File: src/rtl/i2c_pkg.sv
// Shared types and constants for the I2C SCL bit-rate generator.
package i2c_pkg;

  localparam int DIV_CNT_WIDTH    = 14;
  localparam int BIT_RATE_OFFSET  = 8;
  localparam int STRETCH_TO_WIDTH = 16;

  typedef enum logic [1:0] {
    ST_IDLE      = 2'd0,
    ST_LOW       = 2'd1,
    ST_HIGH_WAIT = 2'd2,
    ST_HIGH      = 2'd3
  } scl_state_t;

endpackage

File: src/rtl/i2c_bit_rate_gen_sync2.sv
// Two-flop synchronizer for the SCL pad level; resets to 1 (idle bus level).
module sync2 (
  input  logic clk,
  input  logic rst,
  input  logic d,
  output logic q
);

  logic meta;

  always_ff @(posedge clk or posedge rst) begin
    if (rst) begin
      meta <= 1'b1;
      q    <= 1'b1;
    end else begin
      meta <= d;
      q    <= meta;
    end
  end

endmodule

File: src/rtl/i2c_bit_rate_gen.sv
// SCL bit-rate generator: half period = 8 + twbr*4^twps, with clock stretching support.
// Optional stretch timeout when I2C_STRETCH_TIMEOUT_EN is defined.
//
// state      | meaning
// IDLE       | SCL released, waiting for twen & scl_run
// LOW        | SCL driven low for one half period
// HIGH_WAIT  | SCL released, waiting for the synchronized pad to read high
// HIGH       | SCL high for one half period
module i2c_bit_rate_gen
  import i2c_pkg::*;
#(
  parameter int BIT_RATE_CONST_WIDTH = 8,
  parameter int PRESCALER_WIDTH      = 2
) (
  input  logic                            pclk,
  input  logic                            preset,
  input  logic                            twen,
  input  logic [BIT_RATE_CONST_WIDTH-1:0] twbr,
  input  logic [PRESCALER_WIDTH-1:0]      twps,
  input  logic                            scl_run,
  input  logic                            scl_i,
  output logic                            scl_drive_low,
  output logic                            scl_fall_tick,
  output logic                            scl_rise_tick,
  output logic                            scl_mid_low_tick,
  output logic                            scl_mid_high_tick,
  output logic                            bus_clk_busy,
  output logic                            stretch_timeout
);

  localparam logic [DIV_CNT_WIDTH-1:0] CNT_ONE = DIV_CNT_WIDTH'(1);

  scl_state_t               state, state_nxt;
  logic [DIV_CNT_WIDTH-1:0] cnt, cnt_nxt;
  logic [DIV_CNT_WIDTH-1:0] half_q, half_nxt;
  logic [DIV_CNT_WIDTH-1:0] half_calc;
  logic                     scl_sync;
  logic                     to_hit;

  sync2 u_scl_sync (
    .clk (pclk),
    .rst (preset),
    .d   (scl_i),
    .q   (scl_sync)
  );

  // 4^twps is a shift by 2*twps
  assign half_calc = DIV_CNT_WIDTH'(BIT_RATE_OFFSET)
                   + (DIV_CNT_WIDTH'(twbr) << {twps, 1'b0});

`ifdef I2C_STRETCH_TIMEOUT_EN
  logic [STRETCH_TO_WIDTH-1:0] to_cnt;

  always_ff @(posedge pclk or posedge preset) begin
    if (preset) begin
      to_cnt <= '0;
    end else if (state == ST_HIGH_WAIT) begin
      to_cnt <= to_cnt + STRETCH_TO_WIDTH'(1);
    end else begin
      to_cnt <= '0;
    end
  end

  assign to_hit = (state == ST_HIGH_WAIT) && (&to_cnt);
`else
  assign to_hit = 1'b0;
`endif

  always_ff @(posedge pclk or posedge preset) begin
    if (preset) begin
      state  <= ST_IDLE;
      cnt    <= '0;
      half_q <= '0;
    end else begin
      state  <= state_nxt;
      cnt    <= cnt_nxt;
      half_q <= half_nxt;
    end
  end

  always_comb begin
    state_nxt = state;
    cnt_nxt   = cnt;
    half_nxt  = half_q;
    case (state)
      ST_IDLE: begin
        if (twen && scl_run) begin
          state_nxt = ST_LOW;
          cnt_nxt   = half_calc - CNT_ONE;
          half_nxt  = half_calc;
        end
      end
      ST_LOW: begin
        if (cnt == '0) state_nxt = ST_HIGH_WAIT;
        else           cnt_nxt   = cnt - CNT_ONE;
      end
      ST_HIGH_WAIT: begin
        if (to_hit) begin
          state_nxt = ST_IDLE;
        end else if (scl_sync) begin
          state_nxt = ST_HIGH;
          cnt_nxt   = half_q - CNT_ONE;
        end
      end
      ST_HIGH: begin
        if (cnt != '0) begin
          cnt_nxt = cnt - CNT_ONE;
        end else if (scl_run) begin
          state_nxt = ST_LOW;
          cnt_nxt   = half_calc - CNT_ONE;
          half_nxt  = half_calc;
        end else begin
          state_nxt = ST_IDLE;
        end
      end
      default: state_nxt = ST_IDLE;
    endcase
    if (!twen) begin
      state_nxt = ST_IDLE;
      cnt_nxt   = '0;
    end
  end

  // Pull-down drops in the last LOW cycle so the synchronizer latency overlaps it.
  assign scl_drive_low     = (state == ST_LOW) && (cnt != '0);
  assign scl_fall_tick     = (state == ST_LOW)  && (cnt == half_q - CNT_ONE);
  assign scl_rise_tick     = (state == ST_HIGH) && (cnt == half_q - CNT_ONE);
  assign scl_mid_low_tick  = (state == ST_LOW)  && (cnt == (half_q >> 1));
  assign scl_mid_high_tick = (state == ST_HIGH) && (cnt == (half_q >> 1));
  assign bus_clk_busy      = (state != ST_IDLE);
  assign stretch_timeout   = to_hit;

endmodule
File: config.mk
export PLATFORM = sky130hd
export DESIGN_NAME = i2c_bit_rate_gen
export DESIGN_NICKNAME = d
export VERILOG_FILES = /design/src/rtl/i2c_pkg.sv /design/src/rtl/i2c_bit_rate_gen_sync2.sv /design/src/rtl/i2c_bit_rate_gen.sv
export SDC_FILE = /design/constraint.sdc
export NUM_CORES = 1
export LEC_CHECK = 0
export CAP_MARGIN = 10
export CORE_MARGIN = 2
export CORE_UTILIZATION = 43
export CTS_CLUSTER_SIZE = 8
export DETAILED_ROUTE_END_ITERATION = 12
export DONT_BUFFER_PORTS = 1
export GPL_ROUTABILITY_DRIVEN = 0
export PLACE_DENSITY = 0.62
export SETUP_SLACK_MARGIN = 0.5
export SLEW_MARGIN = 10
export SYNTH_ARGS = -nofsm -noshare
export SYNTH_HDL_FRONTEND = slang
export SYNTH_SLANG_ARGS = --single-unit
File: constraint.sdc
create_clock -name pclk -period 5.05 [get_ports pclk]
set_input_delay 0.7575 -clock pclk [delete_from_list [all_inputs] [get_ports pclk]]
set_output_delay 0.7575 -clock pclk [all_outputs]
set_load 0.1 [all_outputs]
== Yosys cells after proc, flatten, opt, wreduce, memory -nomap -nowiden ==
Cells that the tools add are included.

* Register bits: 32
* Input port bits: 15
* Word-level logic and storage cells: 56

* Muxes and demuxes: 18
* Shift operators: 1
* Equal/unequal tests: 14
* Reduce and logical (&&, ||, !) cells: 14
* Add/subtract/negate cells: 4

{| class="wikitable"
|+ Operators by type and width
! operator !! count
|-
| two-way mux 14 bit || 9
|-
| one-hot mux 14 bit (4 select lines) || 1
|-
| subtractor 14 x 1 -> 14 bit (second input constant) || 3
|-
| one-hot mux 14 bit (2 select lines) || 1
|-
| adder 4 x 14 -> 14 bit (first input constant) || 1
|-
| == test 14 x 13 -> 1 bit || 1
|-
| == test 14 bit || 1
|-
| zero test 14 bit || 1
|-
| nonzero test 14 bit || 1
|-
| left shift 8 x 3 -> 14 bit || 1
|-
| inequality test 3 bit (second input constant) || 4
|-
| AND reduction 4 bit || 3
|-
| two-way mux 2 bit || 5
|-
| one-hot mux 2 bit (4 select lines) || 1
|-
| logical AND 1 bit || 6
|-
| inequality test 2 bit (second input constant) || 3
|-
| == test 2 bit (second input constant) || 2
|-
| inequality test 4 bit (second input constant) || 1
|-
| nonzero test 2 bit || 2
|-
| inequality test 3 x 2 -> 1 bit (second input constant) || 1
|-
| == test 2 x 1 -> 1 bit (second input constant) || 1
|-
| zero test 2 bit || 1
|-
| two-way mux 1 bit || 1
|}

== Longest topological paths before layout ==
Gate-level depths: netlist of the first run.

* Word-level depth: 7
* Mapped depth: 13

== Hierarchy ==
A second synthesis of the first run with hierarchy kept.

* Cell total of the unflattened synthesis: 366
* Area, all modules: 3126.7 µm²

{| class="wikitable"
|+ Modules (own cells, without submodules)
! module !! times used !! cells an instance !! area an instance (µm²)
|-
| i2c_bit_rate_gen || 1 || 363 || 3070.4
|-
| sync2 || 1 || 3 || 56.3
|}

== Worst setup path after synthesis of the first run ==
Ideal clock, no wire load.

* Kind: flip-flop to output port
* Start: register half_q[0]
* End: output scl_fall_tick
* Arrival time: 3.411 ns
* Path slack: 0.882 ns
* Stages on the path, launching flop included: 8
* Required time: 4.293 ns
* Cell sequence: dfrtp_1 nor3_1 nor3b_1 xor3_1 or4_1 nor4_1 nand4_1 nor2_1

* Longest elaborated chain between the ends: 3

{| class="wikitable"
|+ Ends and longest elaborated chain
! item !! line !! text
|-
| from (decl) || i2c_bit_rate_gen.sv:35 || <nowiki>logic [DIV_CNT_WIDTH-1:0] half_q, half_nxt;</nowiki>
|-
| from (signal assigned) || i2c_bit_rate_gen.sv:77 || <nowiki>half_q <= half_nxt;</nowiki>
|-
| subtractor 14 x 1 -> 14 bit || i2c_bit_rate_gen.sv:126 || <nowiki>assign scl_fall_tick = (state == ST_LOW) && (cnt == half_q - CNT_ONE);</nowiki>
|-
| == test 14 bit || i2c_bit_rate_gen.sv:126 ||
|-
| logical AND 1 bit || i2c_bit_rate_gen.sv:126 ||
|-
| to (decl) || i2c_bit_rate_gen.sv:23 || <nowiki>output logic scl_fall_tick,</nowiki>
|}

No other way between the ends.

== Worst setup path in the final report of the first run ==
Ends and elaborated chain as after synthesis.

==> results of run 1 <==
-- power by group --
group          internal (mW)  total, mW  switching [mW]  leakage [nW]
logic                  0.566       1.34           0.771         0.866
clock network          0.110      0.220           0.109        0.0434
registers              0.351      0.549           0.198         0.416
-- cell usage after synthesis, types with 9 or more instances --
| master | number | area share (%) |
|---|---|---|
| sky130_fd_sc_hd__nand3_1 | 9 | 1.4 |
| sky130_fd_sc_hd__inv_1 | 17 | 2.0 |
| sky130_fd_sc_hd__nor3_1 | 10 | 1.6 |
| sky130_fd_sc_hd__o21ai_0 | 21 | 3.3 |
| sky130_fd_sc_hd__mux2i_1 | 9 | 2.8 |
| sky130_fd_sc_hd__xor2_1 | 27 | 7.4 |
| sky130_fd_sc_hd__nand2_1 | 37 | 4.4 |
| sky130_fd_sc_hd__clkbuf_1 | 22 | 2.6 |
| sky130_fd_sc_hd__xnor2_1 | 29 | 8.0 |
| sky130_fd_sc_hd__nor2_1 | 35 | 4.1 |
| sky130_fd_sc_hd__ha_1 | 9 | 3.5 |
| sky130_fd_sc_hd__dfrtp_1 | 30 | 24 |
| sky130_fd_sc_hd__a21oi_1 | 12 | 1.9 |
| sky130_fd_sc_hd__o22ai_1 | 12 | 2.4 |
-- state kept, by name, summed over array words and instances (netlist names) --
signal and flops:
cnt 14, state 2, u_scl_sync.meta 1, u_scl_sync.q 1
half_q 14
-- stage by stage --
stage	area, sq um	hold WS, ps
floorplan	3190	345
global placement	3210	349
detailed placement	3210	348
CTS	3310	360
global route	3310	369
finish	3310	358
-- metal layers --
metal  part of all wire [%]  track usage (%)  up-vias
li1                       -                -     1334
met5                      0                0        -
met3                    6.3             3.77       17
met2                     44             32.8      108
met4                    1.7             5.77        0
met1                     48             30.4     1348
-- cell families after synthesis --
group | Yosys count | share of synthesized area (%)
xor gates and xnor gates | 60 | 18.1
adders and majority gates | 9 | 3.53
muxes | 15 | 5.77
AOI/OAI and AO/OA | 85 | 17.9
and+or+nand+nor | 137 | 22.7
other | 1 | 0.118
buffers and inverters | 50 | 6.75
DFF | 32 | 25.2
-- final timing paths --
| check | slack (ps) | from | end |
|---|---|---|---|
| setup / recovery | 1070 | half_q[0]$_DFFE_PP0P_ | scl_fall_tick |
| hold / removal | 360 | u_scl_sync.meta$_DFF_PP1_ | u_scl_sync.q$_DFF_PP1_ |
| setup reg to reg | 2080 | state[0]$_DFFE_PP0P_ | cnt[13]$_DFFE_PP0P_ |
| hold reg to reg | 360 | u_scl_sync.meta$_DFF_PP1_ | u_scl_sync.q$_DFF_PP1_ |
| max in group asynchronous | 4300 | preset | u_scl_sync.q$_DFF_PP1_ |
| min in group asynchronous | 430 | preset | state[0]$_DFFE_PP0P_ |
-- layout by cell type, fill, tap and decap left out, types with 10 or more instances in the layout --
master | netlist | final
sky130_fd_sc_hd__a21oi_1 | 12 | 12
sky130_fd_sc_hd__dfrtp_1 | 30 | 30
sky130_fd_sc_hd__inv_1 | 17 | 17
sky130_fd_sc_hd__nand2_1 | 37 | 37
sky130_fd_sc_hd__nor2_1 | 35 | 30
sky130_fd_sc_hd__nor3_1 | 10 | 10
sky130_fd_sc_hd__o21ai_0 | 21 | 21
sky130_fd_sc_hd__o22ai_1 | 12 | 12
sky130_fd_sc_hd__xnor2_1 | 29 | 29
sky130_fd_sc_hd__xor2_1 | 27 | 27
-- area by class of cell --
class	instances	share of cell area, %
Clock buffer	6	2.50
Clock inverter	2	0.454
Inverter	17	1.93
Multi-Input combinational cell	307	65.9
Sequential cell	32	24.3
Tap cell	99	3.75
Timing Repair Buffer	5	1.14
==> run summary, run 1 <==
The run finished with clean final reports. The half-perimeter wire length after placement is 6.22 mm. The number of gates resized after CTS was 0. The yosys synthesis warning count came out at 0. The starting utilization of the core area is 44.2%. The worst slew margin relative to its limit came out at 27.5%. The number of distinct library cells after synthesis is 64. The total count of max-transition violations in the final report came to 0. Counting flops and latches in the post-synthesis netlist gives 32. The area growth from synthesis to layout is 3.77%. On the final layout, the worst clock skew is 10.5 ps. Hold repair after CTS inserted 0 buffers. The die extent in y is 90.1 um. For the worst-skew pair, the clock arrives at the later sink with an insertion delay of 300 ps.

The number of buffers and inverters on the critical path came out at 1. The standard-cell row count is 31. The maximum fanout along the worst path is 6. The delay of the slowest cell on the worst path came out at 520 ps.

The number of antenna violations at the first check in global routing is 0. The sequential cell area fraction in the yosys report is 25.2%. By startpoint and endpoint, the worst setup path is classified as reg2out.

The maximum count of clock buffers along a single path is 2. The detail-routed net length per standard cell came out at 17.5 um. The aggregate global-route resource usage came out at 21.2%. The area occupied by registers is 803 sq um. Setup repair after global routing left no endpoint under its margin. The first global-routing pass estimated 14.0 mm of wire. The pin count of the biggest net entering global routing came out at 33. TritonCTS built the clock tree. The total standard cell area after synthesis came out at 3190 sq um.

The mean area per synthesized cell came out at 8.19 sq um. Counting instances, the worst hold path has a depth of 0. The finished layout holds 468 standard cells, fillers aside. The die outline width is 90.1 um. The die covers 8120 sq um. Overall power consumption after layout is estimated at 2.11 mW.

The number of hold-slack violations in the final timing report came out at 0. The final worst-path cycle share came out at 78.7%. The master of the slowest instance on the critical path is sky130_fd_sc_hd__or4_1. For the worst setup path, the data arrival time is 3220 ps. The worst setup path is launched from a flop. The pre-antenna-repair detailed-routing pass consisted of 5 iterations. The signal on the critical path passes through nor3_1 > nor3b_1 > xor3_1 > or4_1 > nor4_1 > nand4_1 > nor2_2 > buf_4. For this run the aggregate overflow at the end of global routing stands at 0. The number of global-route vias before repair is 2695. Setup violations remaining at the end of the flow were counted as 0. The multi-input combinational cells in the finished layout cover a total of 2180 sq um.

The max capacitance violation total came out at 0. The time the final worst path needs with I/O delays and setup is 3980 ps. The number of placed instances, taps included is 460. The peak supply drop is 0.000164 V. Input and output buffers added on the ports amount to 0. After detailed routing, the total wire length is 8.18 mm.

The sum of negative setup slack came out at 0 ps. The clock edge transition at the registers on the reported setup and hold paths came out at 70 ps. For the worst flop-to-flop path, the logic depth is 9. The critical path runs through a total of 8 cells. The clock sink total came out at 32. The leakage power total is 1.33 nW. The setup slack after layout is 1070 ps.

The upper clock frequency limit came out at 0.251 GHz. The ratio of routed vias to standard cells came out at 6.00. The tree is rooted in a sky130_fd_sc_hd__clkbuf_8. The fraction of registers with async set/reset is 100%. The slew of the pin with the lowest slew margin came out at 1080 ps. The synthesized net count came out at 413. The number of design rule violations left after detail routing came out at 0.

The areal power density over the cells came out at 637 nW/um^2. The final antenna diode count is 0. The fill cell instance count of the final layout is 736. The fraction of final layout cells sized beyond drive strength 1 is 9.76%.

In this design, the largest share of critical-path delay is due to simple AND/OR/NAND/NOR gates. The most frequently used flop master after synthesis is sky130_fd_sc_hd__dfrtp_1. The cell count after synthesis came out at 389. The utilization after layout is 45.8%. STA classifies the critical path endpoint as an output pin.

The number of enable-type register cells in the synthesized netlist came out at 0. The worst slack at placement came out at 1470 ps. The number of top-level pins is 22. The required time at the endpoint of the critical path came out at 4290 ps.

The DRC marker count from the first detailed-route iteration is 216. The number of buffers created by CTS came out at 5. The total setup buffers inserted after CTS came out at 0. For this block, the via count after detailed routing is 2807. The count of H-tree levels built during CTS is 2. The placeable core area came out at 7210 sq um. The detail route stage leaves a number of antenna-violating nets equal to 0. In the final design database the tool counted 392 nets.

The class of the worst hold path is reg2reg.
Note: power is estimated with default switching activity, not from simulation.
==> inputs of run 2 (changes only) <==
--- a/config.mk
+++ b/config.mk
@@ -12,7 +12,7 @@
 export DETAILED_ROUTE_END_ITERATION = 12
 export DONT_BUFFER_PORTS = 1
 export GPL_ROUTABILITY_DRIVEN = 0
-export PLACE_DENSITY = 0.62
+export PLACE_DENSITY = 0.64
 export SETUP_SLACK_MARGIN = 0.5
 export SLEW_MARGIN = 10
 export SYNTH_ARGS = -nofsm -noshare
==> constraint.sdc (replaced) <==
create_clock -name pclk -period 3.2 [get_ports pclk]
set_input_delay 0.48 -clock pclk [delete_from_list [all_inputs] [get_ports pclk]]
set_output_delay 0.48 -clock pclk [all_outputs]
set_load 0.1 [all_outputs]
==> run 2 against run 1 <==
  * Via count up 2.4%
  * Clock power up 47%
  * Final cell count up 4.1%
  * Sequential cell count unchanged
  * Count of clock-buffer cells in the layout up 2
  * Clock skew down 3.9 ps
  * Final area up 9.5%
  * Sequential share of layout area down 2.0 points
  * Largest cell class unchanged
==> run summary, run 2 (same netlist as run 1, synthesis figures left out) <==
Once placement finished, the instance area stood at 3370 sq um. The number of buffers created by CTS is 5. The remaining antenna violation count after routing came out at 0. The worst hold path belongs to the class in2async.

In the final layout, the share of cells above drive strength 1 is 19.6%. The design draws 3.66 mW. Data on the critical path arrives at its endpoint at 2710 ps. The library cells used most frequently in the layout, excluding fill and tap cells, are sky130_fd_sc_hd__nand2_1 (37), sky130_fd_sc_hd__nor2_1 (27), sky130_fd_sc_hd__xor2_1 (27), sky130_fd_sc_hd__xnor2_1 (27), sky130_fd_sc_hd__dfrtp_1 (27). The count of TritonRoute iterations in the first routing pass is 5.

The DRC marker count from the first detailed-route iteration is 238. The path type of the worst setup path is reg2out. The pin count of the biggest net entering global routing is 27.

The peak supply drop is 0.000272 V. On the final layout, the worst hold slack is 73.0 ps. The total non-filler cell area in the finished layout came out at 3620 sq um.

The maximum count of clock buffers along a single path came out at 2. The detailed router put a total of 3.80 mm of wire on met1. The number of placed instances, taps included came out at 469. The wire-length estimate of the detail-placed layout is 6.48 mm. In this run the static leakage power is 1.45 nW. The areal power density over the cells came out at 1010 nW/um^2. The die area came out at 8120 sq um. The largest registers in the layout are cnt: 14 flops, half_q: 14 flops, state: 2 flops. The startpoint identified for the worst register-to-register timing path is cnt[4]$_DFFE_PP0P_. The worst reg-to-reg setup slack came out at 620 ps.

The clock insertion delay at the later pin of the skew report is 290 ps. The clock sink total came out at 32. The area growth from synthesis to layout came out at 13.7%. The number of top-level pins came out at 22. The maximum fanout along the worst path came out at 5.

The required time at the endpoint of the critical path came out at 2720 ps. The clock edge transition at the registers on the reported setup and hold paths is 70 ps. The sum of routed wire length over all layers is 8.49 mm. The number of global-route vias before repair came out at 2769. Traced cell by cell, the critical path runs through inv_2 > ha_4 > nor3b_4 > xnor3_1 > nand4b_1 > or4_4 > nor4_2 > nand4_1 > buf_6 > nor2_4 > buf_12. CTS placed an instance of sky130_fd_sc_hd__clkbuf_8 at the clock tree root. Summing over every cut layer, the via total after detailed routing is 2875. For this run, the number of standard cells in the final layout without fillers is 487. TritonCTS built the clock tree. After detailed routing, the met2 layer carries 3.93 mm of wire. The number of hold-slack violations in the final timing report came out at 0. The run finished with clean final reports. After detailed routing, the number of remaining DRC violations is 0.

For the worst flop-to-flop path, the logic depth is 7. Signal routing reaches up to met4. In this run the tightest slew margin relative to its limit is 59.4%. The initialized floorplan defines 31 standard-cell rows. Max-cap violations in this run came to 0. The slew of the pin with the lowest slew margin came out at 604 ps. The slowest stage of the critical path is the sky130_fd_sc_hd__or4_4 cell. The number of buffers and inverters on the critical path came out at 3. STA classifies the critical path endpoint as an output pin. The floorplan step set the die width to 90.1 um. The global route total overflow is 0. Using the TritonRoute via totals, the vias-per-cell ratio works out to 5.90. The final antenna diode count came out at 0. The number of antenna violations at the first check in global routing is 0. The delay of the slowest cell on the worst path is 510 ps.

The final worst-path cycle share came out at 99.7%. The library cell used most frequently in the layout, excluding fill and tap cells, is sky130_fd_sc_hd__nand2_1. The kind of start point of the critical path is a flop. The upper clock frequency limit came out at 0.313 GHz. Setup repair after global routing could not meet its margin everywhere.

Subtracting the final worst setup slack from the clock period gives 3190 ps. The first global-routing pass estimated 14.1 mm of wire. The number of input and output port buffers inserted came out at 0. The starting utilization of the core area is 44.2%. Measured along the y axis, the die boundary spans 90.1 um. Across every metal layer, demand over resource in global routing totals 21.5%. The detail-routed net length per standard cell is 17.4 um. The total count of max-transition violations in the final report came out at 0. The routed wire length on met3 came out at 613 um.

For this run, the post-layout net count is 411. The count of final setup violators came out at 0. The H-tree was split into 2 levels. The placeable core area came out at 7210 sq um.

The family of cells with the greatest summed delay on the critical path is simple AND/OR/NAND/NOR gates. The worst clock skew on the final layout is 6.63 ps. The reg-to-reg endpoint is cnt[11]$_DFFE_PP0P_.
[run 2: changes by cell type in the layout (fill, tap and decap cells not counted), sizes merged]
cell / previous run / this run
buf: 5 / 24
clkbuf: 6 / 8
clkinvlp: 2 / 1
inv: 17 / 16
[run 2: how the worst max path moves through the flow]
stage                                      from            end  slack (ps)  depth (start not counted)
after floorplan           half_q[0]$_DFFE_PP0P_  scl_fall_tick         200                          9
after global placement    half_q[0]$_DFFE_PP0P_  scl_fall_tick         240                         10
after detailed placement  half_q[0]$_DFFE_PP0P_  scl_fall_tick         170                         10
after CTS                 half_q[2]$_DFFE_PP0P_  scl_fall_tick          30                          9
after global routing      half_q[0]$_DFFE_PP0P_  scl_fall_tick        -110                         11
final                     half_q[0]$_DFFE_PP0P_  scl_fall_tick           9                         11
[run 2: where the power goes]
part           switching (mW)  internal (mW)
combinational            1.34           1.10
clock                   0.149          0.175
sequential              0.335          0.557
total                    1.83           1.83
[run 2: what timing repair did]
item,4_1_cts,5_1_grt
buffers inserted,7,3
setup endpoints to repair,2,13
hold buffers,0,0
gates resized for setup,4,13
hold endpoints to repair,0,0
cloned,0,0
pin swaps,2,2
[run 2: metal layers]
metal  vias to the layer above  global-route usage, %
met4                         0                   6.79
met1                      1377                   28.7
met2                       111                   34.0
met3                        12                   5.78
met5                         -                      0
li1                       1375                      -
[run 2: metrics by stage]
step	setup slack [ps]	setup TNS [ps]	util, %
after global routing	-105	-200	50.2
after global placement	241	0	46.7
after floorplan	198	0	-
final	9.28	0	50.2
after detailed placement	172	0	46.7
after CTS	27.9	0	49.0
[run 2: cell type report]
type                       count  area, sq um
clock buffer                   8         90.1
tap                           99          124
fill                         731         3590
timing repair buffer          24          209
inverter                      17         67.6
sequential                    32          807
multi-input combinational    307         2320
[run 2: worst register-to-register path, cell delays in order (launching register included)]
cell                       delay (ps)
sky130_fd_sc_hd__dfrtp_1          480
sky130_fd_sc_hd__or4_1            610
sky130_fd_sc_hd__nor3b_1          420
sky130_fd_sc_hd__a31oi_2          310
sky130_fd_sc_hd__a32oi_1          310
sky130_fd_sc_hd__a211oi_1         100
sky130_fd_sc_hd__a21oi_1          140
sky130_fd_sc_hd__nand3_1           90
==> inputs of run 3 (changes only) <==
--- a/config.mk
+++ b/config.mk
@@ -8,6 +8,7 @@
 export CAP_MARGIN = 10
 export CORE_MARGIN = 2
 export CORE_UTILIZATION = 43
+export CTS_BUF_LIST = sky130_fd_sc_hd__clkbuf_8
 export CTS_CLUSTER_SIZE = 8
 export DETAILED_ROUTE_END_ITERATION = 12
 export DONT_BUFFER_PORTS = 1
==> run 3 against run 2 <==
  * Via count decreased by 0.42%
  * Sequential share of layout area unchanged
  * Global-route usage unchanged
  * Clock power about the same
  * Combinational power about the same
  * Final cell count unchanged
  * Final area unchanged
  * Critical path depth unchanged
  * Critical path type unchanged
  * Largest cell class unchanged
==> run summary, run 3 (same netlist as run 1, synthesis figures left out) <==
Setup repair after global routing could not meet its margin everywhere. Adding up every negative setup slack in the final design gives 0 ps. The first global-routing pass estimated 14.1 mm of wire. The kind of start point of the critical path is a flop. The area of combinational cells with multiple inputs is 2320 sq um. The total count of max-transition violations in the final report came out at 0. The upper clock frequency limit came out at 0.313 GHz. The leakage power total is 1.46 nW. In the final layout, the share of cells above drive strength 1 is 19.6%. The run finished with clean final reports. 22 I/O pins were placed.

The floorplan step defined a die boundary enclosing 8120 sq um. From left edge to right edge, the die measures 90.1 um. The startpoint of the most critical register-to-register path is cnt[4]$_DFFE_PP0P_. The clock sink total came out at 32.

The tightest min-delay check is of the in2async type. After detailed placement, the total cell area comes to 3370 sq um. The number of buffers created by CTS came out at 5. The remaining antenna violation count after routing came out at 0. Of all nets on the critical path, the largest fanout is 5.

The largest registers in the layout are cnt: 14 flops, half_q: 14 flops, state: 2 flops. TritonCTS built the clock tree. Leaving out fill and tap cells, the most frequent cell in the layout is sky130_fd_sc_hd__nand2_1. The global route total overflow came out at 0. The reg-to-reg endpoint is cnt[11]$_DFFE_PP0P_.

The arrival time at the worst endpoint is 2710 ps. The root buffer cell is sky130_fd_sc_hd__clkbuf_8. The placeable core area is 7210 sq um. In the final design database the tool counted 411 nets.

After routing the design area is 3620 sq um. The critical path starts at half_q[0]$_DFFE_PP0P_. STA classifies the critical path endpoint as an output pin. For this run, the total global-route usage over all layers was measured as 21.5%.

The ratio of routed vias to standard cells came out at 5.88. Dividing total power by cell area gives a power density of 1010 nW/um^2. The number of cells traversed by the worst register-to-register path came out at 7. The peak supply drop is 0.000272 V. The detailed router finished its first iteration with 238 violations. The sum of routed wire length over all layers came out at 8.47 mm. The worst clock skew on the final layout is 6.66 ps.

The final worst-path cycle share came out at 99.7%. The area growth from synthesis to layout came out at 13.7%. Overall power consumption after layout is estimated at 3.65 mW. The starting utilization of the core area came out at 44.2%. The number of input and output port buffers inserted is 0.

The clock insertion delay at the later pin of the skew report came out at 290 ps. The slew of the pin with the lowest slew margin is 606 ps. The final antenna diode count came out at 0.

The area occupied by registers is 807 sq um. The standard-cell row count is 31. The overall via count from detail_route is 2863. The count of H-tree levels built during CTS came out at 2. The worst slew margin relative to its limit came out at 59.3%. The count of final setup violators came out at 0.

The die extent in y came out at 90.1 um. The worst reg-to-reg setup slack is 630 ps. The number of hold-slack violations in the final timing report was 0. The number of buffers inserted for hold repair after clock tree synthesis came out at 0. The max capacitance violation total is 0. The library cells used most frequently in the layout, excluding fill and tap cells, are sky130_fd_sc_hd__nand2_1 (37), sky130_fd_sc_hd__nor2_1 (27), sky130_fd_sc_hd__xor2_1 (27), sky130_fd_sc_hd__xnor2_1 (27), sky130_fd_sc_hd__dfrtp_1 (27). The number of design rule violations left after detail routing is 0. The fill cell instance count of the final layout came out at 731. Entering global routing, the biggest net connects 27 pins.

The time the final worst path needs with I/O delays and setup came out at 3190 ps. The half-perimeter wire length after placement is 6.48 mm. Data on the critical path is required at its endpoint by 2720 ps. The number of antenna violations at the first check in global routing is 0. The clock edge transition at the registers on the reported setup and hold paths came out at 70 ps. The maximum count of clock buffers along a single path came out at 2. The utilization after layout is 50.2%.

The count of TritonRoute iterations in the first routing pass came out at 5. The number of global-route vias before repair came to 2769. The detail-routed net length per standard cell is 17.4 um.

The path type of the worst setup path is reg2out.
[run 3: report_power, final]
part | switching, mW | internal (mW)
logic | 1.34 | 1.10
registers | 0.332 | 0.557
clock network | 0.152 | 0.169
total | 1.82 | 1.82
[run 3: layer usage]
layer  share of wire (%)  up-vias  routed length (um)  track usage [%]
met5                   0        -                   0                0
met4                 1.8        0                 149             6.79
met3                 7.3       12                 619             5.78
met2                  46      114                3880             34.0
met1                  45     1360                3820             28.7
li1                    -     1377                   -                -
[run 3: layout make-up]
| cell class | count | area share, % |
|---|---|---|
| clock inverter | 2 | 0.207 |
| multi-input combinational | 307 | 64.2 |
| inverter | 17 | 1.87 |
| tap | 99 | 3.42 |
| sequential | 32 | 22.3 |
| clock buffer | 6 | 2.28 |
| timing repair buffer | 24 | 5.77 |
[run 3: how the worst max path moves through the flow]
stage,endpoint,slack (ps),cells past startpoint
final,scl_fall_tick,9,11
after floorplan,scl_fall_tick,200,9
after global placement,scl_fall_tick,240,10
after detailed placement,scl_fall_tick,170,10
after global routing,scl_fall_tick,-110,11
after CTS,scl_fall_tick,30,9
[run 3: worst max-delay path, stage by stage, from the launching register on]
cell	delay, ps
sky130_fd_sc_hd__dfrtp_2	450
sky130_fd_sc_hd__inv_2	80
sky130_fd_sc_hd__ha_4	160
sky130_fd_sc_hd__nor3b_4	200
sky130_fd_sc_hd__xnor3_1	160
sky130_fd_sc_hd__nand4b_1	80
sky130_fd_sc_hd__or4_4	520
sky130_fd_sc_hd__nor4_2	160
sky130_fd_sc_hd__nand4_1	150
sky130_fd_sc_hd__buf_6	160
sky130_fd_sc_hd__nor2_4	120
sky130_fd_sc_hd__buf_12	180
[run 3: what timing repair did]
action,4_1_cts,5_1_grt
cloned,0,0
endpoints found under the hold margin,0,0
endpoints found under the setup margin,2,13
buffers inserted,7,3
pin swaps,2,2
gates resized for setup,4,13
[run 3: through the flow]
step	setup WS, ps	hold WS (ps)	cells
finish	8.75	69.0	487
detailed placement	172	351	469
floorplan	198	345	389
global placement	241	350	469
CTS	27.9	95.3	484
global route	-105	110	487
